==> src/rtl/user_input_capture_if.sv <==
// user_input_capture_if: control, raw key and captured-sequence signals of the player input front end.
interface user_input_capture_if #(
  parameter int MAX_LEN = 16,
  parameter int CNT_W   = 5
);
  logic                   clear;
  logic                   enable;
  logic [3:0]             key;
  logic [CNT_W-1:0]       seq_len;
  logic [2*MAX_LEN-1:0]   user_seq;
  logic [CNT_W-1:0]       count;
  logic                   press_valid;
  logic [1:0]             press_code;
  logic                   multi_err;
  logic                   end_user;
  modport master (
    output clear, enable, key, seq_len,
    input  user_seq, count, press_valid, press_code, multi_err, end_user
  );
  modport slave (
    input  clear, enable, key, seq_len,
    output user_seq, count, press_valid, press_code, multi_err, end_user
  );
endinterface

==> src/rtl/user_input_capture.sv <==
// user_input_capture: synchronises and debounces the push-buttons and shifts each accepted press into the user sequence.
module user_input_capture #(
  parameter int MAX_LEN         = 16,
  parameter int CNT_W           = 5,
  parameter int DEBOUNCE_CYCLES = 500000
) (
  input logic                 clock_50,
  input logic                 reset,
  user_input_capture_if.slave uic
);
  typedef enum logic [1:0] {IDLE, DB_PRESS, HELD, DB_REL} state_e;
  localparam int DW = $clog2(DEBOUNCE_CYCLES + 1);
  localparam logic [DW-1:0] DB_LAST = DW'(DEBOUNCE_CYCLES - 1);
  localparam logic [CNT_W-1:0] MAX_CNT = CNT_W'(MAX_LEN);
  logic [3:0]           sync_q, sample_q, pattern_q, pattern_d;
  state_e               state_q, state_d;
  logic [DW-1:0]        db_q, db_d;
  logic                 accept, one_hot, record;
  logic [1:0]           sym;
  logic [CNT_W-1:0]     eff_len, count_q, count_d;
  logic [2*MAX_LEN-1:0] user_seq_q, user_seq_d;
  logic                 press_valid_q, press_valid_d, multi_err_q, multi_err_d, end_user_q, end_user_d;
  logic [1:0]           press_code_q, press_code_d;
  always_ff @(posedge clock_50) begin
    if (reset) begin
      sync_q        <= '0;
      sample_q      <= '0;
      state_q       <= IDLE;
      pattern_q     <= '0;
      db_q          <= '0;
      count_q       <= '0;
      user_seq_q    <= '0;
      press_valid_q <= 1'b0;
      press_code_q  <= '0;
      multi_err_q   <= 1'b0;
      end_user_q    <= 1'b0;
    end else begin
      sync_q        <= ~uic.key;
      sample_q      <= sync_q;
      state_q       <= state_d;
      pattern_q     <= pattern_d;
      db_q          <= db_d;
      count_q       <= count_d;
      user_seq_q    <= user_seq_d;
      press_valid_q <= press_valid_d;
      press_code_q  <= press_code_d;
      multi_err_q   <= multi_err_d;
      end_user_q    <= end_user_d;
    end
  end
  // accept fires once per press, on the last stable cycle of DB_PRESS
  always_comb begin
    state_d   = state_q;
    pattern_d = pattern_q;
    db_d      = db_q;
    accept    = 1'b0;
    case (state_q)
      IDLE: if (sample_q != '0) begin
        pattern_d = sample_q;
        db_d      = '0;
        state_d   = DB_PRESS;
      end
      DB_PRESS: if (sample_q != pattern_q) state_d = IDLE;
        else if (db_q == DB_LAST) begin
          accept  = 1'b1;
          state_d = HELD;
        end else db_d = db_q + 1'b1;
      HELD: if (sample_q == '0) begin
        db_d    = '0;
        state_d = DB_REL;
      end
      DB_REL: if (sample_q != '0) state_d = HELD;
        else if (db_q == DB_LAST) state_d = IDLE;
        else db_d = db_q + 1'b1;
      default: state_d = IDLE;
    endcase
  end
  always_comb begin
    eff_len       = (uic.seq_len > MAX_CNT) ? MAX_CNT : uic.seq_len;
    one_hot       = $onehot(pattern_q);
    sym           = {pattern_q[3] | pattern_q[2], pattern_q[3] | pattern_q[1]};
    record        = accept & one_hot & uic.enable & (count_q < eff_len);
    count_d       = uic.clear ? '0 : count_q + CNT_W'(record);
    user_seq_d    = uic.clear ? '0 : record ? user_seq_q | ({{(2*MAX_LEN-2){1'b0}}, sym} << {count_q, 1'b0}) : user_seq_q;
    press_valid_d = record & ~uic.clear;
    press_code_d  = (record & ~uic.clear) ? sym : press_code_q;
    multi_err_d   = accept & ~one_hot & ~uic.clear;
    end_user_d    = (count_d == eff_len) && (eff_len != '0);
  end
  assign uic.user_seq    = user_seq_q;
  assign uic.count       = count_q;
  assign uic.press_valid = press_valid_q;
  assign uic.press_code  = press_code_q;
  assign uic.multi_err   = multi_err_q;
  assign uic.end_user    = end_user_q;
endmodule

==> src/flat_wrapper.sv <==
// flat-port wrapper written by rule: the top's interface ports become plain ports
module user_input_capture_flat 
#(
  parameter int MAX_LEN         = 16,
  parameter int CNT_W           = 5,
  parameter int DEBOUNCE_CYCLES = 500000
)
  (clock_50, reset, uic_clear, uic_enable, uic_key, uic_seq_len, uic_user_seq, uic_count, uic_press_valid, uic_press_code, uic_multi_err, uic_end_user);
  user_input_capture_if #(.MAX_LEN(MAX_LEN), .CNT_W(CNT_W)) uic_i ();
  input logic clock_50;
  input logic reset;
  input wire logic [$bits(uic_i.clear)-1:0] uic_clear;
  input wire logic [$bits(uic_i.enable)-1:0] uic_enable;
  input wire logic [$bits(uic_i.key)-1:0] uic_key;
  input wire logic [$bits(uic_i.seq_len)-1:0] uic_seq_len;
  output wire logic [$bits(uic_i.user_seq)-1:0] uic_user_seq;
  output wire logic [$bits(uic_i.count)-1:0] uic_count;
  output wire logic [$bits(uic_i.press_valid)-1:0] uic_press_valid;
  output wire logic [$bits(uic_i.press_code)-1:0] uic_press_code;
  output wire logic [$bits(uic_i.multi_err)-1:0] uic_multi_err;
  output wire logic [$bits(uic_i.end_user)-1:0] uic_end_user;
  assign uic_i.clear = uic_clear;
  assign uic_i.enable = uic_enable;
  assign uic_i.key = uic_key;
  assign uic_i.seq_len = uic_seq_len;
  assign uic_user_seq = uic_i.user_seq;
  assign uic_count = uic_i.count;
  assign uic_press_valid = uic_i.press_valid;
  assign uic_press_code = uic_i.press_code;
  assign uic_multi_err = uic_i.multi_err;
  assign uic_end_user = uic_i.end_user;
  user_input_capture #(.MAX_LEN(MAX_LEN), .CNT_W(CNT_W), .DEBOUNCE_CYCLES(DEBOUNCE_CYCLES)) u_core (.clock_50(clock_50), .reset(reset), .uic(uic_i));
endmodule
==> config.mk <==
export PLATFORM = sky130hd
export DESIGN_NAME = user_input_capture_flat
export DESIGN_NICKNAME = d
export VERILOG_FILES = /design/src/rtl/user_input_capture_if.sv /design/src/rtl/user_input_capture.sv /design/src/flat_wrapper.sv
export SDC_FILE = /design/constraint.sdc
export NUM_CORES = 1
export LEC_CHECK = 0
export ABC_AREA = 1
export CELL_PAD_IN_SITES_DETAIL_PLACEMENT = 1
export CELL_PAD_IN_SITES_GLOBAL_PLACEMENT = 2
export CORE_ASPECT_RATIO = 0.5
export CORE_MARGIN = 1.5
export CORE_UTILIZATION = 27
export DETAILED_ROUTE_END_ITERATION = 16
export GPL_TIMING_DRIVEN = 0
export PLACE_DENSITY = 0.87
export SLEW_MARGIN = 10
export SYNTH_ARGS = -nofsm -noshare
export SYNTH_HDL_FRONTEND = slang
export SYNTH_SLANG_ARGS = --single-unit
==> constraint.sdc <==
create_clock -name clock_50 -period 2.9 [get_ports clock_50]
set_clock_uncertainty 0.05 [all_clocks]
set_input_delay 0.725 -clock clock_50 [delete_from_list [all_inputs] [get_ports clock_50]]
set_output_delay 0.725 -clock clock_50 [all_outputs]
set_load 0.02 [all_outputs]
; ---- Word-level counts from Yosys, hierarchy flattened
; Index checks and enable logic that the tools add are counted.
[word_totals]
regBits = 75
inputBits = 13
[classes]
add_sub_neg = 5
order_cmp = 2
eq_ne = 13
shifts = 1
mux = 18
bitwise = 12
reduce_logical = 9
[ops]
columns = op, n
row1 = 19-bit 2-to-1 mux, 5
row2 = 19-bit case mux with 4 select lines, 1
row3 = 32-bit OR, 1
row4 = 2-bit by 6-bit left shift with 32-bit output, 1
row5 = 19-bit by 1-bit adder with 19-bit output (second input constant), 1
row6 = 19-bit equality test (second input constant), 1
row7 = 2-bit 2-to-1 mux, 6
row8 = 5-bit 2-to-1 mux, 2
row9 = 2-bit case mux with 4 select lines, 1
row10 = 4-bit AND reduction, 2
row11 = 1-bit AND, 6
row12 = 3-bit by 1-bit != test with 1-bit output (second input constant), 2
row13 = 5-bit by 1-bit adder with 5-bit output, 1
row14 = 5-bit equality test, 1
row15 = 5-bit > comparator (second input constant), 1
row16 = 5-bit less-than comparator, 1
row17 = 5-bit nonzero test, 1
row18 = 1-bit by 1-bit adder with 2-bit output, 2
row19 = 2-bit equality test (second input constant), 2
row20 = 4-bit zero test, 1
row21 = 2-bit by 1-bit != test with 1-bit output (second input constant), 2
row22 = 2-bit != test (second input constant), 2
row23 = 4-bit != test, 1
row24 = 4-bit inverter, 1
row25 = other kinds (11), 15

; ---- Depth between registers and ports, before layout
; Gate-level depths: netlist of run 1.
[depth]
word_depth = 11
depth_mapped = 20
depth_no_buf = 20

; ---- Least setup slack after synthesis of run 1
; OpenSTA, ideal clock, no wires.
[synth_timing]
path_type = register to register
startpoint = register u_core.pattern_q[2]
endpoint = register u_core.end_user_q, in the netlist u_core.uic.end_user
setup_time_ns = 0.118
arrival_ns = 2.904
t_required_ns = 2.732
path_slack_ns = -0.172
stages_incl_launch_ff = 19
synth_period_minus_slack_ns = 3.072
path_cell_list = dfxtp_1 > inv_1 > ha_1 > ha_1 > fa_1 > nor3b_1 > nand3_1 > nor2_1 > nand2_2 > nor2_1 > ha_1 > ha_1 > nand2_1 > o21ai_0 > nand2_1 > nor2_1 > inv_1 > o211ai_1 > nor2_1
[synth_via]
elab_chain_cells = 10
[synth_lines]
columns = element, line_no
row1 = "start, declared", user_input_capture.sv:15  ; logic [3:0] sync_q, sample_q, pattern_q, pattern_d;
row2 = "start signal, assigned", user_input_capture.sv:41  ; pattern_q <= pattern_d;
row3 = 1-bit by 1-bit adder with 2-bit output (implied by the code) / 4-bit != test (equally long branches), "user_input_capture.sv:80, user_input_capture.sv:63"
row4 = 3-bit adder (implied by the code) / 1-bit 2-to-1 mux (equally long branches), "user_input_capture.sv:80, user_input_capture.sv:63"
row5 = 3-bit by 1-bit equality test with 1-bit output / 1-bit 2-to-1 mux (equally long branches), "user_input_capture.sv:80, user_input_capture.sv:57"
row6 = 1-bit AND (*) (3 in a row), user_input_capture.sv:82  ; record = accept & one_hot & uic.enable & (count_q < eff_len);
row7 = 5-bit by 1-bit adder with 5-bit output (*), user_input_capture.sv:83  ; count_d = uic.clear ? '0 : count_q + CNT_W'(record);
row8 = 5-bit 2-to-1 mux (*), user_input_capture.sv:83
row9 = 5-bit equality test (*), user_input_capture.sv:88  ; end_user_d = (count_d == eff_len) && (eff_len != '0);
row10 = 1-bit logical AND (*), user_input_capture.sv:88
row11 = "end signal, assigned", user_input_capture.sv:48  ; end_user_q <= end_user_d;
row12 = "end, declared", user_input_capture.sv:22  ; logic press_valid_q, press_valid_d, multi_err_q, multi_err_d, end_user_q, end_user_d;
; Every way passes the cells marked *; elsewhere a longest branch is shown, timed or not.
; A chain may end at the register's enable or synchronous reset.

; ---- Worst setup path in the final report of run 1
[layout_timing]
startpoint = register u_core.pattern_q[3]
endpoint = register u_core.end_user_q, in the netlist u_core.uic.end_user
; Same word-level chain as after synthesis.

==> results of run 1 <==
layout make-up:
class	count	share of cell area
clock inverter	5	0.02013
sequential	75	0.2822
tap	192	0.04493
inverter	61	0.04330
multi-input combinational	435	0.4081
timing repair buffer	69	0.1346
buffer	16	0.01942
clock buffer	11	0.04727
metal layers:
| layer | up-vias | share of wire |
|---|---|---|
| li1 | 2001 | - |
| met1 | 1882 | 0.48 |
| met2 | 40 | 0.48 |
| met3 | 17 | 0.026 |
| met4 | 0 | 0.014 |
| met5 | - | 0 |
power breakdown:
group          internal [mW]  leakage, nW  switching (mW)
Sequential              1.06        0.609          0.0251
Combinational          0.179         1.44           0.330
Clock                  0.893        0.176           0.470
tightest hold or removal path, delay by kind of cell (launching register included):
kind          cells  cell delay (ns)
flops             1             0.30
buf+inv           1             0.04
simple gates      1             0.03
cell usage after synthesis, drive strengths merged:
library cell and number:
xor2 5, o21bai 1, dfxtp 75, nand2 193, buf 7, o2111ai 1, clkbuf 9, nor3b 1
xnor2 3, ha 11, nor3 6, o31ai 1, a21oi 24, nor2 116, and3 1, nor4 1
nand3 35, or2 1, clkinv 2, a22oi 1, o211ai 1, fa 1, inv 59, nand4 13
o21ai 19
logic make-up after synthesis:
family,Yosys count,share of synthesized area
simple gates,367,0.3973
buf+inv,77,0.08409
flops,75,0.3927
compound gates,48,0.06643
fa+ha+maj,12,0.04123
xor+xnor,8,0.01833
per-stage QoR:
stage / setup TNS, ns / instance area (um2) / hold slack, ns
floorplan: -0.03177 / 3877 / 0.3383
global placement: -6.211 / 4648 / 0.3405
detailed placement: -7.022 / 4648 / 0.3566
CTS: -2.907 / 5156 / 0.3565
global route: -1.889 / 5346 / 0.3826
finish: -0.2436 / 5346 / 0.3571
final timing paths:
check / slack, ns / depth (start not counted) / from / to
worst max register to register: -0.18 / 18 / u_core.pattern_q[3] / u_core.uic.end_user
worst min-delay path: 0.36 / 2 / u_core.sync_q[1] / u_core.sample_q[1]
worst min register to register: 0.36 / 2 / u_core.sync_q[1] / u_core.sample_q[1]
worst max-delay path: -0.18 / 18 / u_core.pattern_q[3] / u_core.uic.end_user
registers in the layout (all words and copies together) (netlist names):
signal	count
u_core.state_q	2
u_core.uic.press_code	2
u_core.uic.user_seq	32
u_core.uic.multi_err	1
u_core.uic.count	5
u_core.pattern_q	4
u_core.uic.end_user	1
u_core.sync_q	4
u_core.db_q	19
u_core.sample_q	4
u_core.uic.press_valid	1
timing repair:
item,4_1_cts,5_1_grt
endpoints found under the setup margin,4,37
gates resized for setup,18,36
pin swaps,12,7
gates cloned,0,4
setup buffers,11,4
==> flow_summary.ini, run 1 <==
[yosys]
yosys.area.top_type = dfxtp_1
syn_area_per_cell_um2 = 6.514
ys_seq_area_frac = 0.3927
yosys.cell_types.count = 33
synthCells = 587
synth_area_leaders = dfxtp_1 39%, nand2_1 19%, nor2_1 11%, inv_1 5.5%, nand3_1 4.3%
yosysWarnings = 0
syn_area_mm2 = 0.003824
synth_nets = 612
yosysTopAreaCellShare = 0.3927
synth-seq-cells = 75

[worst_setup_path]
critical_path_arrival_ns = 3.25
cp_slowest_stage_delay_ns = 0.45
crit_buf_inv = 2
crit_chain = inv_4 > ha_4 > ha_4 > fa_1 > nor3b_2 > nand3_2 > nor2_4 > nand2_2 > nor2_2 > ha_2 > ha_4 > nand2_2 > o21ai_2 > nand2_1 > nor2_2 > inv_2 > o211ai_1 > nor2_1
endpoint_kind = register
path_common_cell = ha_4
critPathLaunchType = register
cp_slowest_cell = fa_1
crit_type = reg -> reg
path_delay_family = adder cells
worstPathRequired_ns = 3.07
cp_max_fo = 3

[route]
drt_iter0_drc = 183
remaining_drc_errors = 0
detail_route.first_pass.iterations = 4
vias_per_cell = 4.560
routed-via-count = 3940
routed_wl_um = 12140
antenna_left = 0
wire_per_inst_um = 14.05

[layout]
layout.cells.most_common = nand2_1
final_nets = 692
nFillCells = 1722
multiInputGateArea_mm2 = 0.002182
final_core_util = 0.3902
final_cell_mix = 169 x nand2_1, 105 x nor2_1, 71 x dfxtp_1, 54 x inv_1, 51 x clkdlybuf4s50_1
drive_above_1_share = 0.1473
seq_area_mm2 = 0.001509
fin_cells = 864
antenna_cells = 0
area_growth_pct = 39.82

[clocking]
clkLatencyLatePin_ns = 0.33
cts-buffers-inserted = 9
clk_pin_slew_worst_paths_ns = 0.06
clockBufferDepth = 2
cts-htree-levels = 3
cts.sinks = 75
hold_buffers = 0
root_buffer = clkbuf_16
cts_tree = done

[placement]
dp.cells = 832
pre_cts_slack_ns = -0.7321
gp_congestion = 0.8415
dp_hpwl_um = 8714
io_buffers = 53

[flow_run]
maxCapViolations = 0

[global_route]
antenna_found_initial = 0
grt_pass1_wl_um = 20440
met2_usage = 0.3041
track_usage = 0.1738
met3_usage = 0.03726
grt_util_met1 = 0.2183
grt_pass1_vias = 4205
grt_max_degree = 14
grt-ovfl-total = 0
top_usage_layer = met2

[die]
die_x_um = 171.3
coreArea_mm2 = 0.01370
die_area_mm2 = 0.01493
row_count = 30
initial_core_util = 0.2791
io_pins = 55
die_y_um = 87.15

[timing]
setup_violations = 2
finalWorstSetupSlack_ns = -0.1796
min_period_ns = 3.080
slew_violations = 0
maxSlewHeadroom = 0.6073
rsz0062_at_grt = yes
finalHoldViolations = 0
max_freq_mhz = 324.7
tightest_slew_ns = 0.5891
finalCritPeriodShare = 1.062

[power_and_ir_drop]
p_per_area_mw_per_mm2 = 553.4
ir_drop_mv = 0.2626
power.leakage_nw = 2.221
total_power_mw = 2.959

[min_path]
min_path_type = reg -> reg

[run_status]
status = complete, but fails checks
violations = setup timing
Power figures use the tool's default switching activity.
==> run 2, diff against run 1 <==
--- a/config.mk
+++ b/config.mk
@@ -13,7 +13,7 @@
 export CORE_UTILIZATION = 27
 export DETAILED_ROUTE_END_ITERATION = 16
 export GPL_TIMING_DRIVEN = 0
-export PLACE_DENSITY = 0.87
+export PLACE_DENSITY = 0.86
 export SLEW_MARGIN = 10
 export SYNTH_ARGS = -nofsm -noshare
 export SYNTH_HDL_FRONTEND = slang
==> run 2 against run 1 <==
Effect of this change:
- the flow still finishes with violations (setup timing)
- non-clock buffer count is 7 lower
- global-route usage is 0.054 points higher
- hold slack better by 0.0013 ns
- design area is 4.4% lower
- utilization is 1.7 points lower
- power is 7.7% lower
- combinational power is 2% lower
- clock power is 16% lower
- critical path depth stayed put
- critical path type is now in -> reg
- critical endpoint unchanged
- largest power group unchanged
==> flow_summary.ini, run 2 (same netlist as run 1, synthesis figures left out) <==
[route]
drt_iter0_drc = 134
detail_route.first_pass.iterations = 4
routed-via-count = 3906
routed_wl_um = 11860
wire_per_inst_um = 13.83
antenna_left = 0
vias_per_cell = 4.558
remaining_drc_errors = 0

[clocking]
root_buffer = clkbuf_16
cts.sinks = 75
cts_tree = done
hold_buffers = 0
clockBufferDepth = 2
clkLatencyLatePin_ns = 0.34
cts-htree-levels = 3
clk_pin_slew_worst_paths_ns = 0.07
cts-buffers-inserted = 9

[timing]
min_period_ns = 3.080
finalWorstSetupSlack_ns = -0.1805
slew_violations = 0
maxSlewHeadroom = 0.6181
tightest_slew_ns = 0.5728
rsz0062_at_grt = yes
finalCritPeriodShare = 1.062
finalHoldViolations = 0
setup_violations = 2
max_freq_mhz = 324.6
fin_setup_tns_ns = -0.2524

[layout]
fin_cells = 857
nFillCells = 1711
drive_above_1_share = 0.1098
final_cell_mix = 188 x nand2_1, 106 x nor2_1, 71 x dfxtp_1, 54 x inv_1, 53 x clkdlybuf4s50_1
antenna_cells = 0
final_nets = 685
largest_reg_flops = 32
final_core_util = 0.3732
area_growth_pct = 33.74
layout.cells.most_common = nand2_1

[run_status]
violations = setup timing
status = complete, but fails checks

[global_route]
top_usage_layer = met2
antenna_found_initial = 0
met2_usage = 0.2931
grt_pass1_wl_um = 20350
grt-ovfl-total = 0
track_usage = 0.1743
grt_max_degree = 14
grt_util_met1 = 0.2246
grt_pass1_vias = 4063
met3_usage = 0.03589

[placement]
pre_cts_slack_ns = -0.7235
dp_hpwl_um = 8605
dp.cells = 832
gp_congestion = 0.8412
io_buffers = 53

[worst_setup_path]
cp_slowest_stage_delay_ns = 0.44
worstPathRequired_ns = 3.13
timing.rr.start = u_core.pattern_q[3]
critical_path_arrival_ns = 3.31
cp_max_fo = 3
cp_slowest_cell = clkdlybuf4s50_1
crit_type = in -> reg
crit_chain = clkdlybuf4s50_1 > nor2_1 > nand2_1 > nand2_1 > nand2_1 > ha_4 > nand2_2 > nor2_1 > nor2_4 > nand2_2 > nor2_4 > ha_4 > ha_4 > a21oi_2 > o21ai_2 > a22oi_2 > o2111ai_1 > nor2_1
crit_path_start = uic_seq_len[3]
critPathLaunchType = input port
endpoint_kind = register

[power_and_ir_drop]
p_per_area_mw_per_mm2 = 533.8
ir_drop_mv = 0.2064
power.leakage_nw = 2.081

[flow_run]
maxCapViolations = 0

[die]
io_pins = 55
die_area_mm2 = 0.01493
die_x_um = 171.3
initial_core_util = 0.2791
row_count = 30
coreArea_mm2 = 0.01370
die_y_um = 87.15

[min_path]
hp-start = u_core.sync_q[0]
min_path_type = reg -> reg
## run 2: where the power goes
part	switching, mW	internal (mW)
Clock	0.472	0.669
Combinational	0.327	0.173
Sequential	0.0271	1.06
Total	0.826	1.90
## run 2: what timing repair did
item                       in CTS  in global routing
setup endpoints to repair       4                  4
cloned                          0                  0
pin swaps                      11                  2
gates resized for setup        21                  5
buffers inserted                9                  0
hold endpoints to repair        0                  0
## run 2: layout make-up
cell class,instances,area [um2],share of cell area
Buffer,16,92.59,0.01811
Clock buffer,10,229.0,0.04478
Clock inverter,6,65.06,0.01272
Inverter,61,231.5,0.04527
Multi-Input combinational cell,435,2146,0.4196
Sequential cell,75,1511,0.2956
Tap cell,192,240.2,0.04698
Timing Repair Buffer,62,598.1,0.1170
## run 2: worst max-delay path, delay by kind of cell
kind,cells,cell delay (ns)
compound gates,4,0.56
simple gates,10,0.96
buf+inv,1,0.44
fa+ha+maj,3,0.63
## run 2: stage by stage
stage / power [mW] / area, um2 / hold WS (ns)
after detailed placement: 1.556 / 4648 / 0.3515
final: 2.730 / 5114 / 0.3584
after CTS: 2.749 / 5092 / 0.3608
after floorplan: 1.402 / 3877 / 0.3383
after global placement: 1.544 / 4648 / 0.3411
after global routing: 2.855 / 5114 / 0.3740
## run 2: per-layer routing
metal / routed length [um] / share of wire
met5: 0 / 0
met4: 207 / 0.017
met3: 265 / 0.022
met2: 5442 / 0.46
met1: 5940 / 0.50
## run 2: final timing paths
check,slack [ns],cells past startpoint,endpoint
max,-0.18,18,u_core.uic.end_user
min,0.36,2,u_core.sample_q[0]
max reg2reg,-0.17,18,u_core.uic.end_user
min reg2reg,0.36,2,u_core.sample_q[0]
